==> src/rtl/jk_excite_if.sv <==
// Target handshake between a producer and the JK excitation driver.
interface jk_excite_if #(
    parameter int unsigned WIDTH = 4
);
    logic             in_valid;
    logic             in_ready;
    logic [WIDTH-1:0] in_target;

    modport master (
        output in_valid,
        output in_target,
        input  in_ready
    );

    modport slave (
        input  in_valid,
        input  in_target,
        output in_ready
    );
endinterface

==> src/rtl/jk_excite_driver.sv <==
// Queues desired next states for an external JK flip-flop bank, drives the
// J/K excitation for each one, then checks that the bank reached the target.
module jk_excite_driver #(
    parameter int unsigned WIDTH    = 4,
    parameter int unsigned DEPTH    = 4,
    parameter int unsigned DC_VALUE = 0
) (
    input  logic             clk,
    input  logic             reset,
    jk_excite_if.slave       in_if,
    input  logic [WIDTH-1:0] q_fb,
    output logic [WIDTH-1:0] j_out,
    output logic [WIDTH-1:0] k_out,
    output logic             chk_valid,
    output logic             chk_ok,
    input  logic             clear_err,
    output logic             err_sticky,
    output logic [7:0]       err_count,
    output logic             busy
);
    localparam int unsigned PTR_W = (DEPTH > 1) ? $clog2(DEPTH) : 1;
    localparam int unsigned CNT_W = PTR_W + 1;
    localparam logic [WIDTH-1:0] DC_VEC = {WIDTH{DC_VALUE != 0}};
    localparam logic [7:0] ERR_MAX = 8'hFF;

    typedef enum logic [1:0] {
        IDLE  = 2'd0,
        DRIVE = 2'd1,
        CHECK = 2'd2
    } state_t;

    state_t             state;
    logic [WIDTH-1:0]   mem [DEPTH];
    logic [PTR_W-1:0]   wr_ptr;
    logic [PTR_W-1:0]   rd_ptr;
    logic [CNT_W-1:0]   count;
    logic [WIDTH-1:0]   expected;

    logic               fifo_full;
    logic               fifo_empty;
    logic               push;
    logic               issue;
    logic               match;
    logic               mismatch;
    logic [WIDTH-1:0]   head;
    logic [WIDTH-1:0]   j_exc;
    logic [WIDTH-1:0]   k_exc;

    // FIFO status and handshake; ready is forced high while in reset
    assign fifo_full      = (count == CNT_W'(DEPTH));
    assign fifo_empty     = (count == '0);
    assign in_if.in_ready = reset | ~fifo_full;
    assign push           = in_if.in_valid & ~fifo_full & ~reset;
    assign head           = mem[rd_ptr];

    // A new target issues from IDLE or from CHECK whenever one is queued
    assign issue = ~reset & ~fifo_empty & ((state == IDLE) | (state == CHECK));

    // Per-bit JK excitation from current Q to the head target
    assign j_exc = (~q_fb & head) | (q_fb & DC_VEC);
    assign k_exc = (~q_fb & DC_VEC) | (q_fb & ~head);

    // Check result is presented combinationally for the whole CHECK cycle
    assign match     = (q_fb == expected);
    assign chk_valid = ~reset & (state == CHECK);
    assign chk_ok    = chk_valid & match;
    assign mismatch  = chk_valid & ~match;

    assign busy = ~reset & ((state != IDLE) | ~fifo_empty);

    // Target storage; contents need no reset since occupancy gates reads
    always_ff @(posedge clk) begin
        if (push) begin
            mem[wr_ptr] <= in_if.in_target;
        end
    end

    // FIFO pointers and occupancy counter
    always_ff @(posedge clk) begin
        if (reset) begin
            wr_ptr <= '0;
            rd_ptr <= '0;
            count  <= '0;
        end else begin
            if (push) begin
                wr_ptr <= wr_ptr + PTR_W'(1);
            end
            if (issue) begin
                rd_ptr <= rd_ptr + PTR_W'(1);
            end
            case ({push, issue})
                2'b10:   count <= count + CNT_W'(1);
                2'b01:   count <= count - CNT_W'(1);
                default: count <= count;
            endcase
        end
    end

    // Sequencer: issue -> drive one cycle -> check, J/K held at zero otherwise
    always_ff @(posedge clk) begin
        if (reset) begin
            state    <= IDLE;
            j_out    <= '0;
            k_out    <= '0;
            expected <= '0;
        end else begin
            case (state)
                IDLE, CHECK: begin
                    if (issue) begin
                        j_out    <= j_exc;
                        k_out    <= k_exc;
                        expected <= head;
                        state    <= DRIVE;
                    end else begin
                        j_out <= '0;
                        k_out <= '0;
                        state <= IDLE;
                    end
                end
                DRIVE: begin
                    j_out <= '0;
                    k_out <= '0;
                    state <= CHECK;
                end
                default: begin
                    j_out <= '0;
                    k_out <= '0;
                    state <= IDLE;
                end
            endcase
        end
    end

    // Error tracking; a mismatch wins over a coincident clear but restarts the count
    always_ff @(posedge clk) begin
        if (reset) begin
            err_sticky <= 1'b0;
            err_count  <= '0;
        end else if (mismatch) begin
            err_sticky <= 1'b1;
            if (clear_err) begin
                err_count <= 8'd1;
            end else if (err_count != ERR_MAX) begin
                err_count <= err_count + 8'd1;
            end
        end else if (clear_err) begin
            err_sticky <= 1'b0;
            err_count  <= '0;
        end
    end
endmodule
==> src/flat_wrapper.sv <==
// flat-port wrapper written by rule: the top's interface ports become plain ports
module jk_excite_driver_flat 
#(
    parameter int unsigned WIDTH    = 4,
    parameter int unsigned DEPTH    = 4,
    parameter int unsigned DC_VALUE = 0
)
  (clk, reset, q_fb, j_out, k_out, chk_valid, chk_ok, clear_err, err_sticky, err_count, busy, in_if_in_valid, in_if_in_target, in_if_in_ready);
  jk_excite_if #(.WIDTH(WIDTH)) in_if_i ();
  input  logic clk;
  input  logic reset;
  input  logic [WIDTH-1:0] q_fb;
  output logic [WIDTH-1:0] j_out;
  output logic [WIDTH-1:0] k_out;
  output logic chk_valid;
  output logic chk_ok;
  input  logic clear_err;
  output logic err_sticky;
  output logic [7:0] err_count;
  output logic busy;
  input wire logic [$bits(in_if_i.in_valid)-1:0] in_if_in_valid;
  input wire logic [$bits(in_if_i.in_target)-1:0] in_if_in_target;
  output wire logic [$bits(in_if_i.in_ready)-1:0] in_if_in_ready;
  assign in_if_i.in_valid = in_if_in_valid;
  assign in_if_i.in_target = in_if_in_target;
  assign in_if_in_ready = in_if_i.in_ready;
  jk_excite_driver #(.WIDTH(WIDTH), .DEPTH(DEPTH), .DC_VALUE(DC_VALUE)) u_core (.clk(clk), .reset(reset), .in_if(in_if_i), .q_fb(q_fb), .j_out(j_out), .k_out(k_out), .chk_valid(chk_valid), .chk_ok(chk_ok), .clear_err(clear_err), .err_sticky(err_sticky), .err_count(err_count), .busy(busy));
endmodule
==> config.mk <==
export PLATFORM = sky130hd
export DESIGN_NAME = jk_excite_driver_flat
export DESIGN_NICKNAME = d
export VERILOG_FILES = /design/src/rtl/jk_excite_if.sv /design/src/rtl/jk_excite_driver.sv /design/src/flat_wrapper.sv
export SDC_FILE = /design/constraint.sdc
export NUM_CORES = 1
export LEC_CHECK = 0
export CORE_MARGIN = 3
export CORE_UTILIZATION = 35
export DETAILED_ROUTE_END_ITERATION = 16
export PLACE_DENSITY = 0.59
export RECOVER_POWER = 100
export SLEW_MARGIN = 10
export SYNTH_ARGS = -nofsm -noshare
export SYNTH_HDL_FRONTEND = slang
export SYNTH_SLANG_ARGS = --single-unit
==> constraint.sdc <==
create_clock -name clk -period 2.3 [get_ports clk]
set_input_delay 0.46 -clock clk [delete_from_list [all_inputs] [get_ports clk]]
set_output_delay 0.46 -clock clk [all_outputs]
set_load 0.005 [all_outputs]
==> summary.txt, run 1 <==
Outcome
  • Status: completed

Timing
  • Achievable Freq: 447 MHz
  • Slew HR: 0.710
  • Crit path time final: 2.24 ns
  • Slew Limit Fails: 0
  • Hold_ws: 0.424 ns
  • RSZ-0062 raised after global routing: no
  • Final Hold Vio Count: 0
  • Final setup vio count: 0
  • Period utilisation layout: 0.973
  • Clk_skew: 0.00457 ns
  • Actual slew at the worst max-slew pin: 0.434 ns

Pwr
  • Combinational share of power: 0.292
  • Clock power frac: 0.215
  • Switching Share: 0.308
  • Leakage dissipation: 1.04 nW
  • Sw power: 0.687 mW
  • Power Dens Cells: 849 mW/mm2
  • Flop pwr share: 0.493
  • Peak supply drop: 0.373 mV
  • Internal power: 1.54 mW

Clocking
  • CTS Hold Bufs: 0
  • CTS tree: done
  • Clock Sink Count: 48
  • Clock Root Buffer: clkbuf_8
  • H-tree levels: 2
  • Worst skew pair latency: 0.29 ns
  • Clock Pin Slew Worst Setup and Hold Paths: 0.08 ns
  • Total CTS buffers: 5
  • Bufs on Longest Clock Path: 2

Cells and area
  • N_diodes: 0
  • Design Area, Final: 0.00263 mm2
  • Final #Nets: 252
  • Cell Count, Final, Fillers Out: 304
  • FF/Latch Area: 0.00112 mm2
  • Synthesis-to-layout area growth: 31.4%
  • Fill cells: 505
  • Share of layout cells above drive strength 1: 0.124
  • Footprint of the multi-input gates: 848 um2

Critical path
  • Critical Path AT: 1.78 ns
  • WP data required: 1.84 ns
  • CP max FO: 5
  • Worst Setup Start Kind: input port
  • Setup crit end kind: output port
  • Setup CP Type: input port to output port

Floorplanning
  • Initial Utilization: 0.377
  • Core outline area: 0.00530 mm2
  • Die area: 0.00665 mm2
  • I/O Pins: 33
  • Die Wd: 81.6 um
  • Row cnt: 26
  • Die Ht: 81.6 um

Placement
  • Port Buffers: 32
  • Final HPWL DP: 2.76 mm
  • Post-DP Area: 0.00251 mm2
  • GP Congestion: 0.781
  • Cell total after placement: 294

GRT
  • Pin count of the biggest net entering global routing: 15
  • Vias in the first global route: 1366
  • First-pass GRT wire length: 6.18 mm
  • Initial antenna violation count: 0
  • Total GRT Usage: 0.122
  • GRT overflow: 0

Logic synthesis
  • Syn avg cell area: 11.2 um2
  • Sequential fraction of the synthesis area: 0.561
  • Commonest cells in the netlist: dfxtp_1, nor2_1, edfxtp_1, nand2_1, inv_1
  • Cell taking the most area after synthesis: dfxtp_1
  • Largest cells by area after synthesis: dfxtp_1, edfxtp_1, mux4_2
  • Cell Area, Synth: 0.00200 mm2
  • Post-synth net total: 198
  • Most common cell in the netlist: dfxtp_1
  • Synthesis-stage register bit count: 48
  • Synth unique cells: 36
  • Yosys top cell area share: 0.321
  • Post-synth EDFFs: 16
  • Main synth FF type: dfxtp_1
  • Synth warnings: 0
  • Cells after Synth: 179
  • Synth async-reset ratio: 0

Min path
  • Hold crit path type: input port to register

Detailed routing
  • Via count: 1430
  • Initial DRC count: 40
  • Routed wire length: 3.73 mm
  • Vias per cell: 4.70
  • Antenna viol nets, final: 0
  • Routed WL per cell: 12.3 um
  • DRC: 0
  • Detailed-router iteration count before antenna repair: 4

Flow run
  • Max Cap Viol: 0
final cells by class:
type	count	share of cell area
clock inverters	1	0.00191
inverters	12	0.0172
flip-flops and latches	48	0.427
well taps	70	0.0333
repair buffers	51	0.168
clock buffers	7	0.0291
multi-input cells	115	0.323
per-layer routing:
metal,global-route usage,share of wire,vias up
li1,-,-,753
met1,0.157,0.49,646
met2,0.192,0.45,29
met3,0.0318,0.053,2
met4,0.0507,0.0072,0
met5,0,0,-
power by group through the flow:
| stage | clock, mW | combinational (mW) | sequential [mW] |
|---|---|---|---|
| after CTS | 0.500 | 0.691 | 1.09 |
| final | 0.479 | 0.651 | 1.10 |
| after global routing | 0.530 | 0.744 | 1.12 |
| after global placement | 0 | 0.674 | 1.11 |
| after floorplan | 0 | 0.394 | 1.09 |
| after detailed placement | 0 | 0.679 | 1.11 |
timing repair:
action,4_1_cts,5_1_grt
endpoints found under the setup margin,5,3
gates resized for setup,5,8
setup buffers,0,2
pin swaps,1,2
through the flow:
stage          setup slack (ns)  total power [mW]  setup TNS, ns   util
2_1_floorplan           0.00780              1.48              0      -
3_3_place_gp             -0.270              1.78          -1.50  0.474
3_5_place_dp             -0.304              1.79          -1.55  0.474
4_1_cts                  -0.176              2.29         -0.176  0.493
5_1_grt                 0.00876              2.39              0  0.495
6_report                 0.0625              2.23              0  0.495
cell usage in the layout, fill, tap and decap left out, types with 2 or more instances in the layout:
master / synthesis / routed
buf_4: 0 / 11
xnor2_1: 6 / 3
xor2_1: 3 / 3
nand4_1: 3 / 3
clkbuf_1: 3 / 9
dlygate4sd3_1: 0 / 22
and3_1: 3 / 3
clkdlybuf4s50_1: 0 / 4
a21boi_0: 1 / 4
dlygate4sd2_1: 0 / 2
nor3_1: 2 / 2
nand3_1: 6 / 6
a21oi_1: 9 / 9
a41o_1: 3 / 3
dfxtp_1: 32 / 31
edfxtp_1: 16 / 16
nor3b_1: 5 / 5
inv_1: 11 / 12
o31ai_1: 4 / 3
nor2_1: 18 / 17
or3_1: 2 / 2
mux4_2: 4 / 4
clkbuf_8: 0 / 5
nand2_1: 16 / 16
o21ai_0: 3 / 3
xnor2_2: 0 / 3
or4_1: 4 / 4
ha_1: 6 / 6
and2_0: 0 / 4
dlymetal6s2s_1: 0 / 4
sequential cells by signal (all words and copies together) (netlist names), named ones only:
name and count:
u_core.j_out 4, u_core.mem 16, u_core.err_sticky 1, u_core.count 3, u_core.expected 4, u_core.k_out 4, u_core.err_count 8, u_core.rd_ptr 2
u_core.state 2, u_core.wr_ptr 2
critical path: stages:
cell             delay, ns
dlygate4sd2_1         0.28
or3b_4                0.42
nor2_1                0.11
clkdlybuf4s50_1       0.50
worst paths after layout:
check,cells after the start,endpoint,start,slack [ns]
max,4,chk_ok,reset,0.06
min,2,u_core.j_out[3],q_fb[3],0.42
max reg2reg,10,u_core.count[2],u_core.count[2],0.16
min reg2reg,1,u_core.state[1],u_core.state[1],0.45
cell families after synthesis:
| group | synth area share |
|---|---|
| AND/OR/NAND/NOR | 0.168 |
| flip-flops | 0.561 |
| AO/OA/AOI/OAI | 0.0996 |
| buffers and inverters | 0.0338 |
| XOR/XNOR | 0.0395 |
| adder cells (fa/ha/maj) | 0.0476 |
| multiplexers | 0.0501 |
Power figures use the tool's default switching activity.
==> run 2: changes to the inputs <==
--- a/config.mk
+++ b/config.mk
@@ -5,6 +5,7 @@
 export SDC_FILE = /design/constraint.sdc
 export NUM_CORES = 1
 export LEC_CHECK = 0
+export CAP_MARGIN = 25
 export CORE_MARGIN = 3
 export CORE_UTILIZATION = 35
 export DETAILED_ROUTE_END_ITERATION = 16
==> results of run 2 <==
No change in the layout: final DEF, timing and power equal those of run 1.
